===== src/rtl/mcu_pkg.sv =====
// Shared encodings for the multi-cycle control unit: instruction fields,
// FSM state encoding and the datapath select/ALU operation codes.
package mcu_pkg;

    localparam logic [5:0] OP_RTYPE = 6'h00;
    localparam logic [5:0] OP_J     = 6'h02;
    localparam logic [5:0] OP_BNE   = 6'h05;
    localparam logic [5:0] OP_ADDI  = 6'h08;
    localparam logic [5:0] OP_SLTI  = 6'h0A;
    localparam logic [5:0] OP_LW    = 6'h23;
    localparam logic [5:0] OP_SW    = 6'h2B;

    localparam logic [5:0] FN_SLL   = 6'h00;
    localparam logic [5:0] FN_MFHI  = 6'h10;
    localparam logic [5:0] FN_MFLO  = 6'h12;
    localparam logic [5:0] FN_DIV   = 6'h1A;
    localparam logic [5:0] FN_ADD   = 6'h20;
    localparam logic [5:0] FN_ADDU  = 6'h21;
    localparam logic [5:0] FN_SUB   = 6'h22;
    localparam logic [5:0] FN_SUBU  = 6'h23;
    localparam logic [5:0] FN_AND   = 6'h24;
    localparam logic [5:0] FN_OR    = 6'h25;
    localparam logic [5:0] FN_SLT   = 6'h2A;

    localparam logic [3:0] ALU_ADD  = 4'd0;
    localparam logic [3:0] ALU_SUB  = 4'd1;
    localparam logic [3:0] ALU_AND  = 4'd2;
    localparam logic [3:0] ALU_OR   = 4'd3;
    localparam logic [3:0] ALU_SLT  = 4'd4;
    localparam logic [3:0] ALU_SLL  = 4'd5;

    localparam logic [1:0] PC_SRC_SEQ  = 2'd0;
    localparam logic [1:0] PC_SRC_BR   = 2'd1;
    localparam logic [1:0] PC_SRC_JMP  = 2'd2;

    localparam logic [1:0] SRCB_REG    = 2'd0;
    localparam logic [1:0] SRCB_FOUR   = 2'd1;
    localparam logic [1:0] SRCB_IMM    = 2'd2;
    localparam logic [1:0] SRCB_IMM_SH = 2'd3;

    localparam logic [1:0] WB_ALUOUT   = 2'd0;
    localparam logic [1:0] WB_MDR      = 2'd1;
    localparam logic [1:0] WB_HILO     = 2'd2;

    typedef enum logic [3:0] {
        ST_FETCH     = 4'd0,
        ST_DECODE    = 4'd1,
        ST_EXEC_R    = 4'd2,
        ST_EXEC_I    = 4'd3,
        ST_WB_ALU    = 4'd4,
        ST_MEM_ADDR  = 4'd5,
        ST_MEM_RD    = 4'd6,
        ST_MEM_WR    = 4'd7,
        ST_WB_MEM    = 4'd8,
        ST_BRANCH    = 4'd9,
        ST_JUMP      = 4'd10,
        ST_DIV_START = 4'd11,
        ST_DIV_WAIT  = 4'd12,
        ST_MF_WB     = 4'd13,
        ST_ERROR     = 4'd14
    } mcu_state_e;

endpackage


===== src/rtl/mcu_alu_decode.sv =====
// Combinational ALU operation select for the EXEC states, plus a flag telling
// whether an R-type funct is one of the supported ALU operations.
module mcu_alu_decode
    import mcu_pkg::*;
#(
    parameter int OPCODE_W = 6,
    parameter int FUNCT_W  = 6,
    parameter int ALUOP_W  = 4
) (
    input  logic [OPCODE_W-1:0] opcode,
    input  logic [FUNCT_W-1:0]  funct,
    output logic [ALUOP_W-1:0]  aluop,
    output logic                alu_r_legal
);

    // opcode/funct to ALU operation lookup
    always_comb begin
        aluop       = ALU_ADD;
        alu_r_legal = 1'b0;
        case (opcode)
            OP_RTYPE: begin
                alu_r_legal = 1'b1;
                case (funct)
                    FN_SLL:           aluop = ALU_SLL;
                    FN_ADD, FN_ADDU:  aluop = ALU_ADD;
                    FN_SUB, FN_SUBU:  aluop = ALU_SUB;
                    FN_AND:           aluop = ALU_AND;
                    FN_OR:            aluop = ALU_OR;
                    FN_SLT:           aluop = ALU_SLT;
                    default: begin
                        aluop       = ALU_ADD;
                        alu_r_legal = 1'b0;
                    end
                endcase
            end
            OP_SLTI: aluop = ALU_SLT;
            default: aluop = ALU_ADD;
        endcase
    end

endmodule


===== src/rtl/multicycle_control_unit.sv =====
// Multi-cycle MIPS control FSM with memory/divider handshakes, divide watchdog,
// sticky illegal trap and a saturating retired-instruction counter.
module multicycle_control_unit
    import mcu_pkg::*;
#(
    parameter int OPCODE_W    = 6,
    parameter int FUNCT_W     = 6,
    parameter int ALUOP_W     = 4,
    parameter int DIV_TIMEOUT = 64,
    parameter int RETIRE_W    = 16
) (
    input  logic                clock,
    input  logic                reset_n,
    input  logic [OPCODE_W-1:0] opcode,
    input  logic [FUNCT_W-1:0]  funct,
    input  logic                mem_ready,
    input  logic                div_done,
    output logic                mem_req,
    output logic                mem_write,
    output logic                iord,
    output logic                ir_write,
    output logic                pc_write,
    output logic                pc_write_br,
    output logic [1:0]          pc_src,
    output logic [1:0]          alu_src_b,
    output logic [ALUOP_W-1:0]  aluop,
    output logic                reg_write,
    output logic                reg_dst,
    output logic [1:0]          wb_sel,
    output logic                lo_or_hi,
    output logic                div_start,
    output logic                illegal,
    output logic [RETIRE_W-1:0] retired
);

    localparam int WD_W = $clog2(DIV_TIMEOUT + 1);

    mcu_state_e          state_r;
    mcu_state_e          state_nxt_s;
    logic [WD_W-1:0]     wd_r;
    logic [ALUOP_W-1:0]  exec_aluop_s;
    logic                alu_r_legal_s;
    logic                retire_s;

    mcu_alu_decode #(
        .OPCODE_W (OPCODE_W),
        .FUNCT_W  (FUNCT_W),
        .ALUOP_W  (ALUOP_W)
    ) u_alu_decode (
        .opcode      (opcode),
        .funct       (funct),
        .aluop       (exec_aluop_s),
        .alu_r_legal (alu_r_legal_s)
    );

    // state register
    always_ff @(posedge clock or negedge reset_n) begin
        if (!reset_n) begin
            state_r <= ST_FETCH;
        end else begin
            state_r <= state_nxt_s;
        end
    end

    // next-state logic and retirement strobe
    always_comb begin
        state_nxt_s = state_r;
        retire_s    = 1'b0;
        case (state_r)
            ST_FETCH: begin
                if (mem_ready) state_nxt_s = ST_DECODE;
                else           state_nxt_s = ST_FETCH;
            end
            ST_DECODE: begin
                case (opcode)
                    OP_RTYPE: begin
                        if (funct == FN_DIV)                          state_nxt_s = ST_DIV_START;
                        else if (funct == FN_MFHI || funct == FN_MFLO) state_nxt_s = ST_MF_WB;
                        else if (alu_r_legal_s)                        state_nxt_s = ST_EXEC_R;
                        else                                           state_nxt_s = ST_ERROR;
                    end
                    OP_ADDI, OP_SLTI: state_nxt_s = ST_EXEC_I;
                    OP_LW, OP_SW:     state_nxt_s = ST_MEM_ADDR;
                    OP_BNE:           state_nxt_s = ST_BRANCH;
                    OP_J:             state_nxt_s = ST_JUMP;
                    default:          state_nxt_s = ST_ERROR;
                endcase
            end
            ST_EXEC_R, ST_EXEC_I: state_nxt_s = ST_WB_ALU;
            ST_WB_ALU, ST_WB_MEM, ST_BRANCH, ST_JUMP, ST_MF_WB: begin
                state_nxt_s = ST_FETCH;
                retire_s    = 1'b1;
            end
            ST_MEM_ADDR: begin
                if (opcode == OP_SW) state_nxt_s = ST_MEM_WR;
                else                 state_nxt_s = ST_MEM_RD;
            end
            ST_MEM_RD: begin
                if (mem_ready) state_nxt_s = ST_WB_MEM;
                else           state_nxt_s = ST_MEM_RD;
            end
            ST_MEM_WR: begin
                if (mem_ready) begin
                    state_nxt_s = ST_FETCH;
                    retire_s    = 1'b1;
                end else begin
                    state_nxt_s = ST_MEM_WR;
                end
            end
            ST_DIV_START: state_nxt_s = ST_DIV_WAIT;
            ST_DIV_WAIT: begin
                // a completion arriving on the timeout cycle still counts as done
                if (div_done) begin
                    state_nxt_s = ST_FETCH;
                    retire_s    = 1'b1;
                end else if (wd_r >= WD_W'(DIV_TIMEOUT)) begin
                    state_nxt_s = ST_ERROR;
                end else begin
                    state_nxt_s = ST_DIV_WAIT;
                end
            end
            ST_ERROR: state_nxt_s = ST_ERROR;
            default:  state_nxt_s = ST_ERROR;
        endcase
    end

    // divide watchdog: holds the index of the current DIV_WAIT cycle (1-based)
    always_ff @(posedge clock or negedge reset_n) begin
        if (!reset_n) begin
            wd_r <= {WD_W{1'b0}};
        end else if (state_r == ST_DIV_START) begin
            wd_r <= {{(WD_W-1){1'b0}}, 1'b1};
        end else if (state_r == ST_DIV_WAIT && wd_r < WD_W'(DIV_TIMEOUT)) begin
            wd_r <= wd_r + {{(WD_W-1){1'b0}}, 1'b1};
        end else if (state_r != ST_DIV_WAIT) begin
            wd_r <= {WD_W{1'b0}};
        end
    end

    // saturating retired-instruction counter
    always_ff @(posedge clock or negedge reset_n) begin
        if (!reset_n) begin
            retired <= {RETIRE_W{1'b0}};
        end else if (retire_s && retired != {RETIRE_W{1'b1}}) begin
            retired <= retired + {{(RETIRE_W-1){1'b0}}, 1'b1};
        end
    end

    // Moore output decode; everything is forced quiet while reset_n is low
    always_comb begin
        mem_req     = 1'b0;
        mem_write   = 1'b0;
        iord        = 1'b0;
        ir_write    = 1'b0;
        pc_write    = 1'b0;
        pc_write_br = 1'b0;
        pc_src      = PC_SRC_SEQ;
        alu_src_b   = SRCB_REG;
        aluop       = ALU_ADD;
        reg_write   = 1'b0;
        reg_dst     = 1'b0;
        wb_sel      = WB_ALUOUT;
        lo_or_hi    = 1'b0;
        div_start   = 1'b0;
        illegal     = 1'b0;
        if (reset_n) begin
            case (state_r)
                ST_FETCH: begin
                    mem_req   = 1'b1;
                    alu_src_b = SRCB_FOUR;
                    ir_write  = mem_ready;
                    pc_write  = mem_ready;
                end
                ST_DECODE:   alu_src_b = SRCB_IMM_SH;
                ST_EXEC_R:   aluop     = exec_aluop_s;
                ST_EXEC_I: begin
                    alu_src_b = SRCB_IMM;
                    aluop     = exec_aluop_s;
                end
                ST_WB_ALU: begin
                    reg_write = 1'b1;
                    reg_dst   = (opcode == OP_RTYPE);
                end
                ST_MEM_ADDR: alu_src_b = SRCB_IMM;
                ST_MEM_RD: begin
                    mem_req = 1'b1;
                    iord    = 1'b1;
                end
                ST_MEM_WR: begin
                    mem_req   = 1'b1;
                    mem_write = 1'b1;
                    iord      = 1'b1;
                end
                ST_WB_MEM: begin
                    reg_write = 1'b1;
                    wb_sel    = WB_MDR;
                end
                ST_BRANCH: begin
                    aluop       = ALU_SUB;
                    pc_write_br = 1'b1;
                    pc_src      = PC_SRC_BR;
                end
                ST_JUMP: begin
                    pc_write = 1'b1;
                    pc_src   = PC_SRC_JMP;
                end
                ST_DIV_START: div_start = 1'b1;
                ST_DIV_WAIT:  div_start = 1'b0;
                ST_MF_WB: begin
                    reg_write = 1'b1;
                    reg_dst   = 1'b1;
                    wb_sel    = WB_HILO;
                    lo_or_hi  = funct[1];
                end
                ST_ERROR: illegal = 1'b1;
                default:  illegal = 1'b1;
            endcase
        end else begin
            illegal = 1'b0;
        end
    end

endmodule

===== config.mk =====
export PLATFORM = sky130hd
export DESIGN_NAME = multicycle_control_unit
export DESIGN_NICKNAME = d
export VERILOG_FILES = /design/src/rtl/mcu_pkg.sv /design/src/rtl/mcu_alu_decode.sv /design/src/rtl/multicycle_control_unit.sv
export SDC_FILE = /design/constraint.sdc
export NUM_CORES = 1
export LEC_CHECK = 0
export BUFFER_PORTS_ARGS = -buffer_cell sky130_fd_sc_hd__buf_2
export CAP_MARGIN = 20
export CORE_MARGIN = 2
export CORE_UTILIZATION = 55
export CTS_CLUSTER_SIZE = 10
export DETAILED_ROUTE_END_ITERATION = 8
export GPL_ROUTABILITY_DRIVEN = 0
export PLACE_DENSITY = 0.91
export SLEW_MARGIN = 20
export SYNTH_ARGS = -nofsm -noshare
export SYNTH_HDL_FRONTEND = slang
export SYNTH_SLANG_ARGS = --single-unit

===== constraint.sdc =====
create_clock -name clock -period 2.7 [get_ports clock]
set_input_delay 0.27 -clock clock [delete_from_list [all_inputs] [get_ports clock]]
set_output_delay 0.27 -clock clock [all_outputs]
set_load 0.05 [all_outputs]

Yosys cells after proc, flatten, opt, wreduce, memory -nomap -nowiden:

Cells that the tools add are included.

* register bits after elaboration: 27
* input port bits: 16

* add/subtract/negate cells: 2
* magnitude comparators: 2
* eq/ne operators: 31
* muxes and demuxes: 51
* reduce and logical (&&, ||, !) cells: 18

Operators with widths (number)
* 6-bit == test (second input constant): 9
* 4-bit case mux with 9 select lines: 1
* 1-bit two-way mux: 26
* 4-bit == test (second input constant): 6
* 4-bit two-way mux: 6
* 7-bit two-way mux: 3
* 4-bit case mux with 5 select lines: 1
* 6-bit by 5-bit == test with 1-bit output (second input constant): 3
* 16-bit by 1-bit adder with 16-bit output (second input constant): 1
* 4-bit by 3-bit == test with 1-bit output (second input constant): 4
* 16-bit != test (second input constant): 1
* 3-bit case mux with 5 select lines: 1
* 14-bit OR reduction: 1
* 6-bit by 4-bit == test with 1-bit output (second input constant): 2
* 6-bit logical NOT: 2
* 2-bit OR reduction: 6
* 4-bit by 2-bit == test with 1-bit output (second input constant): 2
* 2-bit two-way mux: 4
* 2-bit case mux with 2 select lines: 2
* 4-bit case mux with 2 select lines: 1
* 8-bit OR reduction: 1
* 7-bit by 1-bit adder with 7-bit output (second input constant): 1
* 7-bit greater-or-equal comparator (second input constant): 1
* 7-bit < comparator (second input constant): 1
* other kinds (15): 18

Longest topological paths before layout:

* depth in word-level cells: 9
* depth in mapped cells: 7
* gate-level depth less buffers: 5

Cells and area by module:

A second synthesis with hierarchy kept.

* cell total of the unflattened synthesis: 225
* area, all modules: 1953.1 um^2

By module, submodules not included
* multicycle_control_unit: instances 1, cells each 201, area an instance 1796.7 um^2, seq. area each 675.6 um^2
* mcu_alu_decode: instances 1, cells each 24, area an instance 156.4 um^2, seq. area each 0.0 um^2

Least setup slack after synthesis:

Ideal clock, no wire load.

* path kind: reg2out
* start point: register state_r[2]
* end point: output port pc_write
* data arrival time: 2406 ps
* slack: 24 ps
* cell stages (with the launch flop): 6
* path buffers: 1
* cells stage by stage: dfrtp_1 > buf_6 > inv_1 > nand3_1 > nor3b_1 > or2_2

* cells in the longest elaborated chain, start to end: 3
* elaborated cells between the ends (all ways): 4
* those cells by class: eq/ne (1); mux (2); reduce/logical (1)

Ends and longest elaborated chain
* start, declared: line multicycle_control_unit.sv:38 `mcu_state_e state_r;`
* start signal, assigned: line multicycle_control_unit.sv:61 `state_r <= state_nxt_s;`
* 4-bit == test / 4-bit logical NOT (equally long branches): line multicycle_control_unit.sv:167 `case (state_r)`
* 1-bit case mux with 2 select lines (*): line multicycle_control_unit.sv:167
* 1-bit two-way mux (*): line multicycle_control_unit.sv:166 `if (reset_n) begin`
* end, declared: line multicycle_control_unit.sv:22 `output logic pc_write,`

Mark *: on every way between the ends. The rest lies on a longest branch, timed or not.

Final worst setup path:

* start point: input port reset_n
* end point: output port aluop[1]

* cells in the longest elaborated chain, start to end: 1

Ends and longest elaborated chain
* start, declared: line multicycle_control_unit.sv:13 `input logic reset_n,`
* 4-bit two-way mux: line multicycle_control_unit.sv:166
* end, declared: line multicycle_control_unit.sv:26 `output logic [ALUOP_W-1:0] aluop,`

Every way passes these cells.

==> impl_summary.md <==
Global route
The most congested layer reported by global routing is met2. The number of antenna violations at the first check in global routing is 0. The first-pass GRT wire length is 6800 um. The met3 layer usage reported by global route is 2.34%. The via count of the first global-routing pass is 1,568.

Global routing used 21.1% of the available tracks. The met2 global-route usage is 35.8%. The largest net degree at the start of global routing is 32. The global route total overflow is 0. Global routing consumed, on the met1 layer, 27.7% of the routing resources.

Synth
The synthesized design spends more area on one cell type than any other, namely sky130_fd_sc_hd__dfrtp_1. The Yosys warning count is 0. The post-synthesis net count is 245. The synthesized design contains 0 enable-type register cells. The share of synthesized registers carrying an async set or reset is 100%. The number of distinct library cell variants in the gate-level netlist after synthesis is 57. Synthesis inferred 27 register bits. The area share of the largest cell type after synthesis is 35.3%. The synthesized area is 1910 um2.

The average instance in the mapped netlist occupies 8.43 um2. The proportion of synthesized chip area in sequential cells is 35.3%. The count of mapped cells out of synthesis is 227.

The top flip-flop cell by instance count after synthesis is sky130_fd_sc_hd__dfrtp_1. Sorting the synthesized cells by area gives the leading types as sky130_fd_sc_hd__dfrtp_1 (35%), sky130_fd_sc_hd__xor2_1 (5.0%), sky130_fd_sc_hd__nor2_1 (4.9%), sky130_fd_sc_hd__nor3_1 (4.2%), sky130_fd_sc_hd__nand2_1 (3.3%).

Drt
The number of remaining DRC errors is 0. The via count is 1,824. The detailed router finished its first iteration with 100 violations. The routed design has 4100 um of wire. The via density per instance is 5.65. The post-route antenna net violation count is 0. The number of detailed-route iterations in the first pass is 4. The routed length per instance is 12.7 um.

Critical path
The kind of cell with the highest combined delay on the critical path is simple AND/OR/NAND/NOR gates. The delay of the slowest critical-path stage is 520 ps. The source of the worst register-to-register timing path is state_r[1]. The worst register-to-register path ends at retired[13].

The register-to-register setup slack is 570 ps. At the worst endpoint, the arrival time is 2220 ps. In this run the worst path has a maximum fanout of 4. Counting cells, the worst reg-to-reg path comes to 5. The first element of the critical path is reset_n.

The worst setup path category is in -> out. The most prevalent standard cell on the critical path is sky130_fd_sc_hd__buf_2. Counting both buffers and inverters, the worst setup path holds a total of 3. On the critical path, the stage with the largest delay is an instance of sky130_fd_sc_hd__dlygate4sd3_1. The launching element type of the critical path is an input pin. At the worst endpoint, the required time is 2430 ps. Walking the worst path, the cells encountered are dlygate4sd3_1, buf_2, nand2b_1, nor2_1, nand2_1, or4_1, nor3_1, buf_2. The worst setup path is captured at a primary output.

Finish
The count of cells in the finished layout, fillers not included, comes to 323. After routing the design area is 2220 um2. In the final layout, the share of cells above drive strength 1 is 24.9%. Fill cells in the final layout number 282. The area growth from synthesis to layout is 16.1%. The number of nets in the final layout is 296. The number of antenna diodes in the final layout is 0.

Worst hold path
The startpoint identified for the worst hold timing path is opcode[4]. The endpoint with the worst hold slack is state_r[1]. The class of the worst hold path is in -> reg. Along the worst hold path, the cell count comes to 3.

CTS
CTS built an H-tree with a depth of 1. The tree is rooted in a sky130_fd_sc_hd__clkbuf_4. Clock-pin slew was measured on the worst setup and hold paths at 140 ps. Buffers inserted during clock tree synthesis total 3. The tree built by TritonCTS fans out to 27 sinks. The clock latency reported for the late side of the worst-skew pair is 330 ps.

The clock tree buffer depth is 2. The clock tree from TritonCTS is built.

Run status
The flow ran to the end, and the final reports show no timing, DRC or antenna violations.

STA
The achievable frequency is 401 MHz. The number of pins exceeding their max-slew limit in the final report is 0. The share of the clock period used by the worst path is 92.3%. The hold violation count in the final report is 0. Setup violations remaining at the end of the flow were counted as 0.

Setup repair after global routing left no endpoint under its margin. Final hold analysis gives a worst-case slack of 273 ps. The post-route setup TNS is 0 ps. For the final database, setup skew stands at 6.43 ps. The worst path in the final design needs a cycle of 2490 ps, including I/O delays and setup.

Floorplan
The floorplan has 21 rows. For this design the top-level I/O count stands at 53. The core region area is 3340 um2. The initial utilization of the core area, before any placement, comes to 57.4%. From bottom edge to top edge, the die measures 63.0 um.

From left edge to right edge, the die measures 63.0 um. The area of the die is 3970 um2.

Pwr
The analysis attributes to cell leakage a power of 0.00107 uW. VDD sags by at most 0.274 mV. The power per cell area is 706 nW/um2.

Placement
The post-DP HPWL is 3110 um. The cell area reported after detailed placement is 2180 um2. The number of cells in the design after placement is 318. During placement, the flow inserted port buffers numbering 51.

Flow run
The max-capacitance violation count is 0.
-- final cells by class --
cell class,instances,area [um2],area share (%)
clock buffer,3,22.5,1.01
clock inverter,1,7.51,0.338
inverter,6,22.5,1.01
multi-input combinational,185,1150,51.5
sequential,27,676,30.4
tap,46,57.6,2.59
timing repair buffer,55,292,13.1
-- worst register-to-register path, cell delays in order, from the launching register on --
cell and delay (ps):
sky130_fd_sc_hd__dfrtp_1 550, sky130_fd_sc_hd__nor2_2 290, sky130_fd_sc_hd__o211ai_1 160, sky130_fd_sc_hd__and2_1 290
sky130_fd_sc_hd__or3_1 420, sky130_fd_sc_hd__mux2_1 320
-- what timing repair did --
| item | in CTS | in global routing |
|---|---|---|
| buffers inserted | 0 | 0 |
| gates resized for setup | 0 | 1 |
| setup endpoints to repair | 0 | 1 |
| endpoints found under the hold margin | 27 | 0 |
| hold buffers | 1 | 0 |
-- how the worst max path moves through the flow --
stage | end | slack (ps) | depth (start not counted)
floorplan | pc_write | 20 | 5
global placement | retired[13] | 650 | 5
detailed placement | retired[13] | 610 | 5
CTS | pc_write | 220 | 7
global route | aluop[1] | 100 | 8
finish | aluop[1] | 210 | 8
-- per-stage QoR --
stage          utilization (%)  worst slack, ps  power [uW]
5_1_grt                   66.6              102        1680
2_1_floorplan                -             23.9        1230
3_5_place_dp              65.3              610        1400
4_1_cts                   66.5              224        1580
3_3_place_gp              65.3              649        1370
6_report                  66.6              208        1570
-- sequential cells by signal, summed over array words and instances, names as in the netlist --
| name | flops |
|---|---|
| retired | 16 |
| wd_r | 7 |
| state_r | 4 |
-- power breakdown --
group          leakage (uW)  switching (uW)  total, uW  internal, uW
sequential         0.000364             125        595           470
combinational      0.000691             562        796           234
clock             0.0000139             123        179          56.8
total               0.00107             809       1570           761
-- cells in the mapped netlist, types with 6 or more instances --
cell type                  n
sky130_fd_sc_hd__dfrtp_1  27
sky130_fd_sc_hd__o21ai_0  11
sky130_fd_sc_hd__and3_1    6
sky130_fd_sc_hd__nand2_1  17
sky130_fd_sc_hd__nor2_1   25
sky130_fd_sc_hd__inv_1     6
sky130_fd_sc_hd__nand4_1   7
sky130_fd_sc_hd__nor3_1   16
sky130_fd_sc_hd__or3_1     6
sky130_fd_sc_hd__nand3_1   9
sky130_fd_sc_hd__a21oi_1   9
sky130_fd_sc_hd__xor2_1   11
sky130_fd_sc_hd__xnor2_1   6
-- cells by family after synthesis --
family | Yosys count | share of synthesized area [%]
other cells | 1 | 0.196
fa+ha+maj | 2 | 1.31
mux | 5 | 2.88
buf+inv | 15 | 4.84
compound gates | 41 | 12.9
flops | 27 | 35.3
simple gates | 119 | 34.8
xor+xnor | 17 | 7.78
-- cell usage in the layout (no fill, tap or decap), drive strengths merged, types with 3 or more instances in the layout --
| cell type | n |
|---|---|
| buf | 54 |
| dfrtp | 27 |
| nor2 | 26 |
| nand2 | 17 |
| nor3 | 17 |
| o21ai | 15 |
| xor2 | 11 |
| nand3 | 10 |
| a21oi | 9 |
| nand4 | 7 |
| and3 | 7 |
| inv | 6 |
| or3 | 6 |
| xnor2 | 6 |
| nor4 | 6 |
| a31oi | 5 |
| mux2 | 4 |
| nor3b | 3 |
| and2 | 3 |
| clkbuf | 3 |
| nand2b | 3 |
-- routing by layer --
| layer | wire length (um) | up-vias |
|---|---|---|
| li1 | - | 924 |
| met1 | 1810 | 846 |
| met2 | 2090 | 51 |
| met3 | 185 | 3 |
| met4 | 27 | 0 |
| met5 | 0 | - |
Power figures use the tool's default switching activity.
